<file path="src/rtl/fetch_sequencer.sv">
// Instruction fetch controller: walks a word index through code memory, buffers
// responses in a 2-entry FIFO and presents {pc, instr} over valid/ready.
module fetch_sequencer #(
    parameter int unsigned ADDR_W    = 12,
    parameter logic [31:0] BASE_ADDR = 32'h0001_0000,
    parameter logic [31:0] STOP_AT   = 32'h0000_0100
) (
    input  logic              clk,
    input  logic              reset,
    input  logic              start,
    input  logic              redirect_valid,
    input  logic [31:0]       redirect_pc,
    output logic              mem_rd_en,
    output logic [ADDR_W-1:0] mem_addr,
    input  logic [31:0]       mem_rdata,
    output logic              inst_valid,
    input  logic              inst_ready,
    output logic [31:0]       inst_pc,
    output logic [31:0]       inst_data,
    output logic              halt,
    output logic              fault
);

    localparam int unsigned IW = ADDR_W + 1;
    localparam logic [IW-1:0] STOP_IDX = IW'(STOP_AT);

    typedef enum logic [1:0] {
        S_IDLE,
        S_FETCH,
        S_DRAIN,
        S_HALTED
    } state_e;

    state_e             state_q, state_d;
    logic [IW-1:0]      index_q, index_d;
    logic [1:0]         count_q, count_d;
    logic               inflight_q, inflight_d;
    logic [ADDR_W-1:0]  resp_idx_q, resp_idx_d;
    logic [31:0]        pc0_q, pc0_d, data0_q, data0_d;
    logic [31:0]        pc1_q, pc1_d, data1_q, data1_d;
    logic               halt_q, halt_d;
    logic               fault_q, fault_d;

    logic               pop;
    logic               push;
    logic               issue;
    logic               redir_act;
    logic               redir_ok;
    logic [31:0]        redir_tgt;
    logic [2:0]         slots;
    logic [31:0]        push_pc;

    assign pop       = (count_q != 2'd0) && inst_ready;
    assign push      = inflight_q;
    assign push_pc   = BASE_ADDR + (32'(resp_idx_q) << 2);

    // A word popped this cycle frees its slot, which keeps one issue per cycle.
    assign slots     = 3'(count_q) + 3'(inflight_q) - 3'(pop);
    assign issue     = (state_q == S_FETCH) && !redirect_valid
                       && (slots < 3'd2) && (index_q < STOP_IDX);

    assign redir_act = redirect_valid && ((state_q == S_FETCH) || (state_q == S_DRAIN));
    assign redir_tgt = (redirect_pc - BASE_ADDR) >> 2;
    assign redir_ok  = (redirect_pc[1:0] == 2'b00) && (redirect_pc >= BASE_ADDR)
                       && (redir_tgt < STOP_AT);

    assign mem_rd_en  = issue;
    assign mem_addr   = issue ? index_q[ADDR_W-1:0] : '0;
    assign inst_valid = (count_q != 2'd0);
    assign inst_pc    = pc0_q;
    assign inst_data  = data0_q;
    assign halt       = halt_q;
    assign fault      = fault_q;

    // Next-state: issue bookkeeping, FIFO shift, then FSM and redirect overrides.
    always_comb begin
        state_d    = state_q;
        index_d    = index_q;
        count_d    = count_q;
        inflight_d = issue;
        resp_idx_d = resp_idx_q;
        pc0_d      = pc0_q;
        data0_d    = data0_q;
        pc1_d      = pc1_q;
        data1_d    = data1_q;
        halt_d     = halt_q;
        fault_d    = fault_q;

        if (issue) begin
            index_d    = index_q + IW'(1);
            resp_idx_d = index_q[ADDR_W-1:0];
        end

        if (pop && push) begin
            if (count_q == 2'd2) begin
                pc0_d   = pc1_q;
                data0_d = data1_q;
                pc1_d   = push_pc;
                data1_d = mem_rdata;
            end else begin
                pc0_d   = push_pc;
                data0_d = mem_rdata;
            end
        end else if (pop) begin
            pc0_d   = pc1_q;
            data0_d = data1_q;
            count_d = count_q - 2'd1;
        end else if (push) begin
            if (count_q == 2'd0) begin
                pc0_d   = push_pc;
                data0_d = mem_rdata;
            end else begin
                pc1_d   = push_pc;
                data1_d = mem_rdata;
            end
            count_d = count_q + 2'd1;
        end

        case (state_q)
            S_IDLE, S_HALTED: begin
                if (start) begin
                    state_d    = S_FETCH;
                    index_d    = '0;
                    count_d    = '0;
                    inflight_d = 1'b0;
                    halt_d     = 1'b0;
                    fault_d    = 1'b0;
                end
            end
            S_FETCH: begin
                if (index_q == STOP_IDX) begin
                    state_d = S_DRAIN;
                end
            end
            S_DRAIN: begin
                if ((count_q == 2'd0) && !inflight_q) begin
                    state_d = S_HALTED;
                    halt_d  = 1'b1;
                end
            end
            default: begin
                state_d = S_IDLE;
            end
        endcase

        // Redirect flushes buffered and in-flight words; it takes priority over start.
        if (redir_act) begin
            count_d    = '0;
            inflight_d = 1'b0;
            if (redir_ok) begin
                state_d = S_FETCH;
                index_d = IW'(redir_tgt);
            end else begin
                state_d = S_HALTED;
                halt_d  = 1'b1;
                fault_d = 1'b1;
            end
        end
    end

    always_ff @(posedge clk or negedge reset) begin
        if (!reset) begin
            state_q    <= S_IDLE;
            index_q    <= '0;
            count_q    <= '0;
            inflight_q <= 1'b0;
            resp_idx_q <= '0;
            pc0_q      <= '0;
            data0_q    <= '0;
            pc1_q      <= '0;
            data1_q    <= '0;
            halt_q     <= 1'b0;
            fault_q    <= 1'b0;
        end else begin
            state_q    <= state_d;
            index_q    <= index_d;
            count_q    <= count_d;
            inflight_q <= inflight_d;
            resp_idx_q <= resp_idx_d;
            pc0_q      <= pc0_d;
            data0_q    <= data0_d;
            pc1_q      <= pc1_d;
            data1_q    <= data1_d;
            halt_q     <= halt_d;
            fault_q    <= fault_d;
        end
    end

endmodule

</file>
<file path="config.mk">
export PLATFORM = sky130hd
export DESIGN_NAME = fetch_sequencer
export DESIGN_NICKNAME = d
export VERILOG_FILES = /design/src/rtl/fetch_sequencer.sv
export SDC_FILE = /design/constraint.sdc
export NUM_CORES = 1
export LEC_CHECK = 0
export CELL_PAD_IN_SITES_DETAIL_PLACEMENT = 1
export CELL_PAD_IN_SITES_GLOBAL_PLACEMENT = 1
export CORE_MARGIN = 2
export CORE_UTILIZATION = 40
export DETAILED_ROUTE_END_ITERATION = 8
export GPL_ROUTABILITY_DRIVEN = 0
export GPL_TIMING_DRIVEN = 0
export PLACE_DENSITY = 0.87
export REMOVE_ABC_BUFFERS = 1
export SKIP_LAST_GASP = 1
export SYNTH_ARGS = -nofsm -noshare
export SYNTH_HDL_FRONTEND = slang
export SYNTH_SLANG_ARGS = --single-unit
export TNS_END_PERCENT = 1
</file>
<file path="constraint.sdc">
create_clock -name clk -period 8.8 [get_ports clk]
set_clock_uncertainty 0.1 [all_clocks]
set_input_delay 1.76 -clock clk [delete_from_list [all_inputs] [get_ports clk]]
set_output_delay 1.76 -clock clk [all_outputs]
set_load 0.1 [all_outputs]
</file>
== After elaboration in Yosys (flattened, before gate mapping) ==
Cells that the tools add are included.

* Register bits after elaboration: 160
* Output and inout bits: 80
* Input port bits: 69
* Word-level logic and storage cells: 106

* Equality and inequality tests: 11
* Reduce and logical (&&, ||, !) cells: 23
* Mux-type cells: 50
* $lt $le $gt $ge: 4
* $add $sub $neg: 7

{| class="wikitable"
|+ Operators by type and width
! operator !! number
|-
| $mux W32 || 20
|-
| $mux W13 || 5
|-
| $ge A32 B17 Y1 const B || 1
|-
| $sub A32 B17 Y32 const B || 1
|-
| $lt A30 B9 Y1 const B || 1
|-
| $mux W2 || 11
|-
| $add A17 B14 Y18 const A || 1
|-
| $add A13 B1 Y13 const B || 1
|-
| $eq A13 B9 Y1 const B || 1
|-
| $lt A13 B9 Y1 const B || 1
|-
| $mux W12 || 1
|-
| $mux W1 || 11
|-
| $logic_and A1 B1 Y1 || 9
|-
| $eq A2 B2 Y1 const B || 3
|-
| $logic_not A2 Y1 || 3
|-
| $ne A3 B2 Y1 const B || 2
|-
| $pmux W2 S3 || 1
|-
| $reduce_bool A3 Y1 || 2
|-
| $ne A2 B1 Y1 const B || 2
|-
| $reduce_and A4 Y1 || 1
|-
| $reduce_bool A2 Y1 || 2
|-
| $add A2 B1 Y3 || 1
|-
| $lt A3 B2 Y1 const B || 1
|-
| $ne A3 B3 Y1 const B || 1
|-
| other kinds (11) || 12
|}

== Longest topological paths before layout ==
* Depth in word-level cells: 11
* Depth in mapped cells: 13
* Mapped depth without buffers: 11

== Worst setup path before layout ==
No wires, ideal clock.

* Kind: input to output
* From: input inst_ready
* To: output mem_addr[1]
* Arrival: 6071 ps
* Stages: 7
* Slack: 869 ps
* Path buffers: 1
* Data required time: 6940 ps
* Path through: nor2b_1 clkbuf_1 ha_1 nand2b_1 fa_1 nand4bb_1 nor4_1

* Cells in the longest elaborated chain, start to end: 6

{| class="wikitable"
|+ Ends and longest elaborated chain
! what !! RTL line !! source
|-
| start: declaration || 17 || <nowiki>input logic inst_ready,</nowiki>
|-
| $logic_and A1 B1 Y1 || 53 || <nowiki>assign pop = (count_q != 2'd0) && inst_ready;</nowiki>
|-
| $sub A3 B1 Y3 || 58 || <nowiki>assign slots = 3'(count_q) + 3'(inflight_q) - 3'(pop);</nowiki>
|-
| $lt A3 B2 Y1 || 60 || <nowiki>&& (slots < 3'd2) && (index_q < STOP_IDX);</nowiki>
|-
| $logic_and A1 B1 Y1 (2 in a row) || 60 ||
|-
| $mux W12 || 68 || <nowiki>assign mem_addr = issue ? index_q[ADDR_W-1:0] : '0;</nowiki>
|-
| end: declaration || 14 || <nowiki>output logic [ADDR_W-1:0] mem_addr,</nowiki>
|}

No other way between the ends.

== Final worst setup path ==
* From: input inst_ready
* To: output mem_addr[0]

Same word-level chain as after synthesis.

==> impl_metrics.json <==
{
  "htreeDepth": 4,
  "syn_avg_cell_area_um2": 11.85,
  "slowest_stage": "clkdlybuf4s50_1",
  "crit_end": "mem_addr[0]",
  "slowest_delay_ns": 1.16,
  "grt_pass1_vias": 4700,
  "root_buffer": "clkbuf_16",
  "period_share_pct": 92.06,
  "ys_warn_count": 0,
  "cts_post_setup_buffers_inserted": 0,
  "worst_slew_pin_slew_ns": 1.031,
  "dp_slack_ns": 0.6260,
  "ys_ff_latch": 122,
  "row_count": 43,
  "fin_ws_ns": 0.6987,
  "r2r_cells": 12,
  "finish.utilization_pct": 56.56,
  "track_usage_pct": 20.65,
  "grt_max_degree": 98,
  "ys_async_sr_fraction_pct": 100.0,
  "antenna_found_initial": 0,
  "status": "completed",
  "drc": 0,
  "setup_violations": 0,
  "synth_compound_area_share_pct": 7.227,
  "muxShareOfSynthArea_pct": 19.55,
  "cp-start-kind": "input pin",
  "postRouteAntennaNets": 0,
  "nets": 694,
  "synth_enable_flop_cells": 0,
  "crit_required_ns": 6.94,
  "die_x_um": 123.9,
  "dp.final_hpwl_um": 10250,
  "crit_type": "in -> out",
  "cap_violations": 0,
  "synth-seq-area-share_pct": 53.11,
  "clkLatencyLatePin_ns": 0.42,
  "r2r_end": "index_q[0]",
  "regToRegSetupSlack_ns": 4.58,
  "vias": 4204,
  "synth_top_family_by_area": "multiplexers",
  "viasPerCell": 5.209,
  "reg2reg_from": "count_q[1]",
  "vdd_drop_max_mv": 0.2144,
  "crit_arrival_ns": 6.24,
  "area_delta_synth_final_pct": 37.11,
  "initialDrtViolationCount": 246,
  "design.die.area_mm2": 0.01535,
  "slew_viol_final": 0,
  "syn_inst": 485,
  "critPathTopFamily": "buffers and inverters",
  "slew_headroom_pct": 31.05,
  "port_buffers": 125,
  "wl_per_cell_um": 18.57,
  "fp.dieH_um": 123.9,
  "min_period_ns": 8.101,
  "hold_viol": 0,
  "crit_buf_inv": 3,
  "tritoncts": "done",
  "grt_pass1_wl_um": 23960,
  "initial_core_util_pct": 41.25,
  "path_depth": 10,
  "synthDistinctLibCells": 50,
  "overflow": 0,
  "synth_area_mm2": 0.005748,
  "io_pins": 149,
  "synthAdderAreaFrac_pct": 2.525,
  "holdBufCountCts": 0,
  "drive_above_1_share_pct": 11.48,
  "wl_um": 14990,
  "rsz0062_at_grt": "false",
  "drt-pass1-iter-count": 4,
  "core_area_mm2": 0.01393,
  "ctsResizeCount": 0,
  "p_leak_nw": 3.704,
  "diodes": 0,
  "critPathMaxFanout": 13,
  "synthXorXnorAreaFrac_pct": 0.9142,
  "crit_start": "inst_ready",
  "numCtsBuffers": 17,
  "clkSlewWorstSetupHoldPaths_ns": 0.06,
  "ys.flop_type": "dfrtp_1",
  "cp_cell_sequence": "clkdlybuf4s50_1 > nor2b_1 > ha_1 > nand2b_1 > fa_1 > nand4bb_1 > nor3_4 > buf_8 > ha_1 > clkdlybuf4s50_1",
  "p_per_area_mw_per_mm2": 379.9,
  "max_freq_ghz": 0.1234,
  "clock_sinks": 122,
  "critPathCaptureType": "output port",
  "synth-simple-area-share_pct": 10.27,
  "clockBufferDepth": 2,
  "hp-class": "reg -> reg"
}
==> worst min-delay path by stage <==
stage	from	endpoint	slack, ns	cells past startpoint
final	pc1_q[10]	pc1_q[10]	0.38	1
after global routing	pc1_q[10]	pc1_q[10]	0.41	1
after CTS	data1_q[4]	data1_q[4]	0.39	1
after detailed placement	inst_pc[6]	inst_pc[6]	0.37	2
after global placement	pc1_q[16]	pc1_q[16]	0.35	1
after floorplan	pc1_q[16]	pc1_q[16]	0.34	1
==> routing by layer <==
layer | track usage [%] | part of all wire, % | vias to the layer above | wire length (µm)
met5 | 0 | 0 | - | 0
met4 | 6.676 | 1.1 | 0 | 160
met3 | 5.815 | 6.2 | 16 | 926
met2 | 36.44 | 52 | 145 | 7817
met1 | 24.24 | 41 | 2124 | 6083
li1 | - | - | 1919 | -
==> kinds of logic (layout without fill, tap and decap cells) <==
kind of cell | after synthesis | count (layout)
AO/OA/AOI/OAI | 71 | 71
XOR/XNOR | 6 | 6
adder cells (fa/ha/maj) | 11 | 11
buffers and inverters | 60 | 180
flip-flops | 122 | 122
multiplexers | 105 | 105
other | 1 | 23
AND/OR/NAND/NOR | 109 | 109
==> through the flow <==
step | cells | TNS (ns) | instance area [µm²] | hold slack [ns] | power [mW]
after floorplan | 461 | 0 | 5519 | 0.3403 | 1.842
after global placement | 766 | -0.01673 | 6995 | 0.3520 | 2.158
after detailed placement | 775 | 0 | 7234 | 0.3731 | 2.245
after CTS | 807 | 0 | 7881 | 0.3863 | 3.025
after global routing | 807 | 0 | 7881 | 0.4071 | 3.135
final | 807 | 0 | 7881 | 0.3836 | 2.994
==> sequential cells by signal, summed over array words and instances (netlist names) <==
| register | cells |
|---|---|
| index_q | 13 |
| count_q | 2 |
| inflight_q | 1 |
| inst_data | 32 |
| inst_pc | 13 |
| state_q | 2 |
| data1_q | 32 |
| fault | 1 |
| halt | 1 |
| resp_idx_q | 12 |
| pc1_q | 13 |
==> cell type report <==
| class | instances | area (µm²) |
|---|---|---|
| Timing Repair Buffer | 134 | 1460 |
| Clock buffer | 21 | 480.5 |
| Sequential cell | 122 | 3053 |
| Clock inverter | 11 | 166.4 |
| Multi-Input combinational cell | 325 | 2444 |
| Fill cell | 1414 | 6053 |
| Tap cell | 180 | 225.2 |
| Inverter | 14 | 52.55 |
==> cell usage in the layout (no fill, tap or decap), types with 3 or more instances in the layout <==
cell and count:
bufinv_16 4, clkbuf_16 17, xnor2_1 5, or4_1 3
o22ai_1 4, ha_1 10, nand2_1 52, and2_1 10
mux2_1 39, clkdlybuf4s50_1 124, clkinv_2 3, dfrtp_1 122
mux2_2 19, nand3_1 3, a41oi_1 3, inv_1 13
clkinvlp_4 3, mux2i_1 46, clkbuf_8 4, o21ai_1 7
and3_1 6, buf_16 5, nor2_1 4, o21ai_0 42
nor2b_1 7, nor4_1 7, conb_1 23, and4_1 4
==> where the power goes <==
group	internal (mW)	switching (mW)	total, mW	leakage (nW)
Combinational	0.391	1.01	1.40	1.83
Clock	0.502	0.248	0.750	0.311
Sequential	0.739	0.108	0.847	1.56
Total	1.63	1.36	2.99	3.70
==> synthesized netlist by cell type (3+ instances only) <==
cell type	count	area, µm²
o21ai_1	7	35.03
buf_4	28	210.2
xnor2_1	5	43.79
and4_1	4	35.03
or4_1	3	22.52
a21oi_1	3	15.01
inv_1	13	48.80
clkbuf_1	11	41.29
mux2i_1	47	470.5
nor4_1	7	43.79
o22ai_1	4	25.02
buf_6	4	45.04
mux2_1	39	439.2
o21ai_0	42	210.2
and2_1	10	62.56
a41oi_1	3	26.28
dfrtp_1	122	3053
nand2_1	52	195.2
buf_2	3	15.01
and3_1	6	37.54
mux2_2	19	214.0
nor2_1	4	15.01
ha_1	10	125.1
nor2b_1	7	43.79
nand3_1	3	15.01
(Power assumes the default switching activity.)
